**config.mk**
```make
export PLATFORM = sky130hd
export DESIGN_NAME = axis_bram_streamer
export DESIGN_NICKNAME = d
export VERILOG_FILES = /design/src/rtl/axis_bram_streamer.sv
export SDC_FILE = /design/constraint.sdc
export NUM_CORES = 1
export LEC_CHECK = 0
export CAP_MARGIN = 20
export CORE_MARGIN = 5
export CORE_UTILIZATION = 45
export DETAILED_ROUTE_END_ITERATION = 10
export GPL_TIMING_DRIVEN = 0
export PLACE_DENSITY = 0.81
export SLEW_MARGIN = 20
export SYNTH_ARGS = -nofsm -noshare
export SYNTH_HDL_FRONTEND = slang
export SYNTH_SLANG_ARGS = --single-unit
```
**constraint.sdc**
```tcl
create_clock -name aclk -period 7.1 [get_ports aclk]
set_clock_uncertainty 0.2 [all_clocks]
set_input_delay 1.42 -clock aclk [delete_from_list [all_inputs] [get_ports aclk]]
set_output_delay 1.42 -clock aclk [all_outputs]
set_load 0.005 [all_outputs]
```
**src/rtl/axis_bram_streamer.sv**
```systemverilog
// Replays a BRAM address window onto an AXI4-Stream master once, N times or continuously.
// Optional `m_axis_tuser` start-of-pass marker is enabled with AXIS_BRAM_STREAMER_TUSER_EN.
module axis_bram_streamer #(
    parameter int AXIS_TDATA_WIDTH = 32,
    parameter int BRAM_DATA_WIDTH  = 32,
    parameter int BRAM_ADDR_WIDTH  = 14,
    parameter int BRAM_LATENCY     = 1,
    parameter int CNTR_WIDTH       = 16
) (
    input  logic                        aclk,
    input  logic                        aresetn,
    input  logic                        cfg_enbl,
    input  logic [BRAM_ADDR_WIDTH-1:0]  cfg_start,
    input  logic [BRAM_ADDR_WIDTH-1:0]  cfg_last,
    input  logic [CNTR_WIDTH-1:0]       cfg_reps,
    output logic [BRAM_ADDR_WIDTH-1:0]  sts_addr,
    output logic [CNTR_WIDTH-1:0]       sts_pass,
    output logic                        sts_done,
    input  logic                        m_axis_tready,
    output logic [AXIS_TDATA_WIDTH-1:0] m_axis_tdata,
    output logic                        m_axis_tvalid,
    output logic                        m_axis_tlast,
`ifdef AXIS_BRAM_STREAMER_TUSER_EN
    output logic                        m_axis_tuser,
`endif
    output logic                        bram_porta_clk,
    output logic                        bram_porta_rst,
    output logic [BRAM_ADDR_WIDTH-1:0]  bram_porta_addr,
    input  logic [BRAM_DATA_WIDTH-1:0]  bram_porta_rddata,
    output logic                        bram_porta_we
);

    localparam int FIFO_DEPTH = BRAM_LATENCY + 2;
    localparam int PTR_W      = $clog2(FIFO_DEPTH);
    localparam int CNT_W      = $clog2(FIFO_DEPTH + 1);
`ifdef AXIS_BRAM_STREAMER_TUSER_EN
    localparam int TAG_W = 2;  // {user, last}
`else
    localparam int TAG_W = 1;  // {last}
`endif

    typedef enum logic [1:0] {ST_IDLE, ST_RUN, ST_DRAIN, ST_DONE} state_t;

    state_t                     state_q, state_d;
    logic [BRAM_ADDR_WIDTH-1:0] addr_q, addr_d, start_q, start_d, last_q, last_d;
    logic [CNTR_WIDTH-1:0]      pass_q, pass_d, reps_q, reps_d;
    logic [BRAM_LATENCY-1:0]    vld_pipe_q, vld_pipe_d;
    logic [BRAM_LATENCY-1:0][TAG_W-1:0] tag_pipe_q, tag_pipe_d;
    logic [PTR_W-1:0]           wr_ptr_q, wr_ptr_d, rd_ptr_q, rd_ptr_d;
    logic [CNT_W-1:0]           count_q, count_d;
    logic [AXIS_TDATA_WIDTH-1:0] fifo_data_q [FIFO_DEPTH];
    logic [AXIS_TDATA_WIDTH-1:0] fifo_data_d [FIFO_DEPTH];
    logic [TAG_W-1:0]           fifo_tag_q [FIFO_DEPTH];
    logic [TAG_W-1:0]           fifo_tag_d [FIFO_DEPTH];

    logic [CNT_W:0]   inflight, occupancy;
    logic             issue, push, pop;
    logic [TAG_W-1:0] issue_tag;

    always_comb begin
        state_d  = state_q;
        addr_d   = addr_q;
        pass_d   = pass_q;
        start_d  = start_q;
        last_d   = last_q;
        reps_d   = reps_q;
        issue    = 1'b0;
        inflight = '0;
        for (int i = 0; i < BRAM_LATENCY; i++)
            inflight = inflight + (CNT_W+1)'(vld_pipe_q[i]);
        // Reserve a FIFO slot for every read still in the BRAM pipe so no word can be dropped.
        occupancy = {1'b0, count_q} + inflight;
`ifdef AXIS_BRAM_STREAMER_TUSER_EN
        issue_tag = {addr_q == start_q, addr_q == last_q};
`else
        issue_tag = addr_q == last_q;
`endif
        case (state_q)
            ST_IDLE: if (cfg_enbl) begin
                start_d = cfg_start;
                last_d  = cfg_last;
                reps_d  = cfg_reps;
                addr_d  = cfg_start;
                pass_d  = '0;
                state_d = (cfg_start > cfg_last) ? ST_DONE : ST_RUN;
            end
            ST_RUN: begin
                if (!cfg_enbl) begin
                    state_d = ST_DRAIN;
                end else if (occupancy < (CNT_W+1)'(FIFO_DEPTH)) begin
                    issue = 1'b1;
                    if (addr_q == last_q) begin
                        pass_d = (pass_q == '1) ? pass_q : pass_q + CNTR_WIDTH'(1);
                        if (reps_q == '0 ||
                            ({1'b0, pass_q} + (CNTR_WIDTH+1)'(1)) < {1'b0, reps_q})
                            addr_d = start_q;
                        else
                            state_d = ST_DRAIN;
                    end else begin
                        addr_d = addr_q + BRAM_ADDR_WIDTH'(1);
                    end
                end
            end
            ST_DRAIN: if (vld_pipe_q == '0 && count_q == '0) state_d = ST_DONE;
            ST_DONE:  if (!cfg_enbl) state_d = ST_IDLE;
            default:  state_d = ST_IDLE;
        endcase
    end

    // Read-tag pipe aligned with the BRAM read latency, then the output FIFO.
    always_comb begin
        vld_pipe_d    = vld_pipe_q;
        tag_pipe_d    = tag_pipe_q;
        vld_pipe_d[0] = issue;
        tag_pipe_d[0] = issue_tag;
        for (int i = 1; i < BRAM_LATENCY; i++) begin
            vld_pipe_d[i] = vld_pipe_q[i-1];
            tag_pipe_d[i] = tag_pipe_q[i-1];
        end

        push       = vld_pipe_q[BRAM_LATENCY-1];
        pop        = (count_q != '0) && m_axis_tready;
        fifo_data_d = fifo_data_q;
        fifo_tag_d  = fifo_tag_q;
        wr_ptr_d    = wr_ptr_q;
        rd_ptr_d    = rd_ptr_q;
        if (push) begin
            fifo_data_d[wr_ptr_q] = AXIS_TDATA_WIDTH'(bram_porta_rddata);
            fifo_tag_d[wr_ptr_q]  = tag_pipe_q[BRAM_LATENCY-1];
            wr_ptr_d = (wr_ptr_q == PTR_W'(FIFO_DEPTH-1)) ? '0 : wr_ptr_q + PTR_W'(1);
        end
        if (pop)
            rd_ptr_d = (rd_ptr_q == PTR_W'(FIFO_DEPTH-1)) ? '0 : rd_ptr_q + PTR_W'(1);
        count_d = count_q + CNT_W'(push) - CNT_W'(pop);
    end

    always_ff @(posedge aclk) begin
        if (!aresetn) begin
            state_q    <= ST_IDLE;
            addr_q     <= '0;
            pass_q     <= '0;
            start_q    <= '0;
            last_q     <= '0;
            reps_q     <= '0;
            vld_pipe_q <= '0;
            tag_pipe_q <= '0;
            wr_ptr_q   <= '0;
            rd_ptr_q   <= '0;
            count_q    <= '0;
        end else begin
            state_q    <= state_d;
            addr_q     <= addr_d;
            pass_q     <= pass_d;
            start_q    <= start_d;
            last_q     <= last_d;
            reps_q     <= reps_d;
            vld_pipe_q <= vld_pipe_d;
            tag_pipe_q <= tag_pipe_d;
            wr_ptr_q   <= wr_ptr_d;
            rd_ptr_q   <= rd_ptr_d;
            count_q    <= count_d;
        end
    end

    always_ff @(posedge aclk) begin
        fifo_data_q <= fifo_data_d;
        fifo_tag_q  <= fifo_tag_d;
    end

    assign m_axis_tvalid = count_q != '0;
    assign m_axis_tdata  = fifo_data_q[rd_ptr_q];
    assign m_axis_tlast  = m_axis_tvalid & fifo_tag_q[rd_ptr_q][0];
`ifdef AXIS_BRAM_STREAMER_TUSER_EN
    assign m_axis_tuser  = m_axis_tvalid & fifo_tag_q[rd_ptr_q][1];
`endif
    assign sts_addr        = addr_q;
    assign sts_pass        = pass_q;
    assign sts_done        = state_q == ST_DONE;
    assign bram_porta_clk  = aclk;
    assign bram_porta_rst  = ~aresetn;
    assign bram_porta_addr = addr_q;
    assign bram_porta_we   = 1'b0;

endmodule

```
# Word level (Yosys, flattened, before mapping)
# Index checks and enable logic that the tools add are counted.
# totals
ff_bits	183
out_inout_bits	82
elab_cells	104
input_bits	80
# classes
n_reduce_logical	14
muxes	36
add_sub_neg	8
n_lt_le_gt_ge	6
eq_ne	18
n_bitwise	5
# ops
op	count
$bwmux 96	1
$mux 32	3
$mux 16	5
$mux 14	5
$bmux 32 s2	1
$demux 32 s2	1
$pmux 16 s2	1
$pmux 14 s2	1
$mux 2	10
$add 16x1->17 const B	1
$lt 17x16->1	1
$add 16x1->16 const B	1
$eq 16x16->1 const B	1
$logic_not 16->1	1
$add 14x1->14 const B	1
$eq 14x14->1	1
$gt 14x14->1	1
$ne 2x2->1 const B	7
$ne 3x3->1 const B	4
$reduce_and 6->1	2
$eq 2x2->1 const B	4
$pmux 2 s4	1
$ge 3x3->1 const B	2
$not 2->3	2
20 further kinds	29

# Longest topological paths before layout
# logic_depth
depth_word	8
mapped_depth	15
mapped_depth_nobuf	13

==> out/results.txt <==
Clock-pin slew was measured on the worst setup and hold paths at 0.07 ns. For the layout filler cell count, the log shows 1661. The endpoint kind of the worst setup timing path was a primary output.

The number of diodes added for antenna fixing was 0; the global-route usage over all layers was 20.35%. The internal power is 2.341 mW, and the insertion delay to the later sink of the worst-skew pair is 0.54 ns. The portion of netlist area occupied by mux cells is 5.113%, and the worst hold slack across all endpoints is 0.2551 ns.

For this design the top-level I/O count stands at 162. On the critical path, the stage with the largest delay is an instance of clkdlybuf4s50_1. Async set-or-reset flop fraction in the synthesized netlist: 0%.

The most numerous cell type found on the critical path is clkbuf_16. In this run, distinct cell masters in the synthesized netlist total 59. The horizontal die dimension came out at 150.7 um. Combinational logic burns 31.1% of the power. The number of hold buffers added after CTS was 0. At the placement stage, the worst setup path has a slack of 1.403 ns. For this design the ratio of total power to cell area is 295.2 nW/um2.

Largest net degree at the start of global routing: 19. The post-synthesis share of cell area spent on and, or, nand and nor gates is 14.29%, and the cell leakage power is 4.215 nW. The fraction of the yosys area taken by sequential cells is 52.25%. Summing the areas of all compound-gate instances in the mapped netlist gives 13.25% of the synthesized area.

Wires add up to 23.19 mm. The most used flip-flop cell after synthesis is edfxtp_1. The synthesis-to-layout area growth is 30.05%, and the count of cells resized by post-cts repair is 0.

The synthesized design devotes to its leading area cell type 33.38% of total area. The cell taking the most area after synthesis is edfxtp_1. The kind of start point of the critical path is a clock port. Of the total synthesized cell area, the portion taken by full adders, half adders and majority gates is 5.478%.

The HPWL after detailed placement is 17.03 mm. Total DRC errors in the routed layout: 0. Setup violations remaining at the end of the flow were counted as 0. The sequential cells in the finished layout cover a total of 4654 um2. The cell count after synthesis came out at 880. After synthesis the cells add up to 8907 um2. After synthesis, the cell types taking the most area are edfxtp_1 (33%), dfxtp_1 (19%), nand2_1 (6.5%).

The run gives 0 ns as the aggregate negative setup slack. Setup repair after global routing left no endpoint under its margin. The transition time at the pin with the least slew margin works out to 0.8361 ns. The total of flip-flops plus latches after synthesis is 183, and the maximum fanout count along the critical path is 2. The die is 150.7 um tall. In this run, synthesis inferred 99 flip-flops with an integrated enable. Largest family of logic cells by synthesized area: simple AND/OR/NAND/NOR gates. Headroom to the max-slew limit came out at 44.20%. In the final layout, the share of cells above drive strength 1 is 8.534%. In the synthesized netlist, the cells that appear most often are nand2_1 (154), edfxtp_1 (99), dfxtp_1 (84). The net count after synthesis was 999. The final worst-path setup slack was 1.139 ns. For the worst setup path, the data arrival time is 4.34 ns. VDD sags by at most 0.2193 mV.

For this block, the initial DRC count from the detailed router was 772. nand2_1 is the most common cell in the netlist. Summing the areas of all xor and xnor instances in the mapped netlist gives 3.835% of the synthesized area.

In this run the tool buffered the top-level ports with 158 buffer cells. The floorplan step defined a die boundary enclosing 22710 um2. The number of vias per cell after detailed routing was 5.423; the via count of the first global-routing pass was 6973. Of the total power, the share spent switching nets is 31.52%.

Summed over all layers, the global routing overflow is 0. Summing over every cut layer, the via total after detailed routing is 7283. The tools report the final number of max-transition violations as 0. The wire length of the first global-routing pass came out at 36.11 mm. By startpoint and endpoint, the worst setup path is classified as clk -> out.

Per report_power, the sequential group accounts for 38.6% of the total. The largest incremental delay on the critical path is 0.43 ns, and the count of antenna-violating nets left after detailed routing is 0. TritonCTS built the clock tree.

For the standard cell core area, the log shows 19460 um2. The floorplan has 51 rows. The path class of the lowest-slack min-delay path was reg -> reg. The cell family contributing the most delay on the critical path is buffers and inverters.

The final instance area is 11580 um2, and the first-pass iteration count of the detailed router is 6. Summed over all nets, the switching power comes to 1.078 mW. STA puts the critical path data required time at 5.48 ns. The initial utilization of the core area, before any placement, comes to 45.77%.

After detailed routing, the average wire length per cell comes to 17.26 um. For this run, the number of Yosys warnings is 0. The final net count came out at 1185.

Buffers added to address setup during post-CTS repair amount to 0. The run finished with clean final reports. The mean post-synth cell area is 10.12 um2, and the buffer and inverter count on the worst path is 4.

The final hold violation count was 0. Walking the worst path, the cells encountered are clkbuf_16 > clkbuf_16 > buf_4 > clkdlybuf4s50_1. The placer congestion estimate is 0.9742.

For flop-to-flop paths, the worst setup slack is 2.89 ns. The initial antenna violation count is 0, and the area occupied by multi-input gates is 3761 um2. Max-cap violations in this run came to 0. The clock network burns 30.2% of the power. In this run the cell area measured after placement is 10930 um2.
==> state kept, by name (all words and copies together), names as in the netlist, 2 cells and up <==
| name | cells |
|---|---|
| rd_ptr_q | 2 |
| reps_q | 16 |
| count_q | 2 |
| state_q | 2 |
| start_q | 14 |
| fifo_data_q | 96 |
| bram_porta_addr | 14 |
| last_q | 14 |
| fifo_tag_q | 3 |
| sts_pass | 16 |
| wr_ptr_q | 2 |
==> area by class of cell <==
class / instances / area share, %
flip-flops and latches: 183 / 40.18
multi-input cells: 588 / 32.47
repair buffers: 163 / 14.37
clock buffers: 22 / 4.439
plain buffers: 67 / 3.057
well taps: 265 / 2.862
inverters: 42 / 1.361
clock inverters: 13 / 1.264
==> power groups by stage <==
stage / sequential (mW) / clock, mW / combinational, mW
floorplan: 1.31 / 0.00913 / 0.616
global placement: 1.34 / 0.0197 / 1.04
detailed placement: 1.34 / 0.0197 / 1.06
CTS: 1.32 / 1.05 / 1.07
global route: 1.34 / 1.09 / 1.16
finish: 1.32 / 1.03 / 1.06
==> path summary, 6_finish.rpt <==
| check | from | end | depth (start not counted) |
|---|---|---|---|
| hold reg to reg | start_q[12]$_SDFFE_PN0P_ | start_q[12]$_SDFFE_PN0P_ | 2 |
| hold / removal | start_q[12]$_SDFFE_PN0P_ | start_q[12]$_SDFFE_PN0P_ | 2 |
| setup / recovery | aclk | bram_porta_clk | 4 |
| setup reg to reg | sts_pass[0]$_SDFFE_PN0P_ | bram_porta_addr[6]$_SDFFE_PN0P_ | 13 |
==> metal layers <==
metal	part of all wire [%]	global-route usage (%)	vias to the layer above	routed length (um)
met1	42	25.54	3392	9641
met5	0	0	-	0
li1	-	-	3514	-
met4	2.3	6.981	0	538
met2	48	34.83	319	11240
met3	7.6	4.395	58	1761
==> through the flow <==
stage / instances / util [%] / power (mW)
final: 1343 / 59.52 / 3.419
after global routing: 1343 / 59.52 / 3.584
after CTS: 1343 / 59.52 / 3.434
after detailed placement: 1309 / 56.17 / 2.421
after global placement: 1303 / 55.60 / 2.399
after floorplan: 880 / - / 1.940
==> cells in the final DEF, fill, tap and decap left out, types with 4 or more instances in the layout <==
cell,netlist,final
xor2_1,24,24
o221ai_1,5,5
buf_4,19,21
clkbuf_1,35,36
xnor2_1,15,15
edfxtp_1,99,99
mux2i_1,41,41
nand3_1,15,15
and3_1,11,11
buf_6,3,5
a31oi_1,10,10
dfxtp_1,84,84
nand4_1,11,11
nor3_1,20,19
nand2b_1,5,5
mux2_2,4,4
a211oi_1,8,8
ha_1,39,39
a211oi_2,5,5
nor2_1,21,19
nand4b_1,4,4
o21ai_0,60,60
buf_2,7,7
a22o_1,6,6
nor4_1,8,8
inv_1,39,39
and2_1,4,4
nand2_1,154,154
clkbuf_16,0,20
a21o_1,4,4
a21oi_1,73,73
clkdlybuf4s50_1,0,158
==> cell families (layout without fill, tap and decap cells) <==
logic type / count (synthesis) / count (layout)
other: 1 / 1
AO/OA/AOI/OAI: 192 / 192
AND/OR/NAND/NOR: 272 / 272
flip-flops: 183 / 183
adder cells (fa/ha/maj): 39 / 39
buffers and inverters: 109 / 307
XOR/XNOR: 39 / 39
multiplexers: 45 / 45
==> worst reg2reg max path: stages (launching register included) <==
cell       delay (ns)
dfxtp_1          0.52
nand2_1          0.15
nor3_1           0.53
nand2_1          0.13
nor2_1           0.33
nand3_1          0.14
xnor2_1          0.17
ha_1             0.31
nand3_1          0.10
nor3_1           0.21
nand2_1          0.11
o2111ai_1        0.71
a21oi_4          0.26
a211oi_2         0.26
Power figures use the tool's default switching activity.
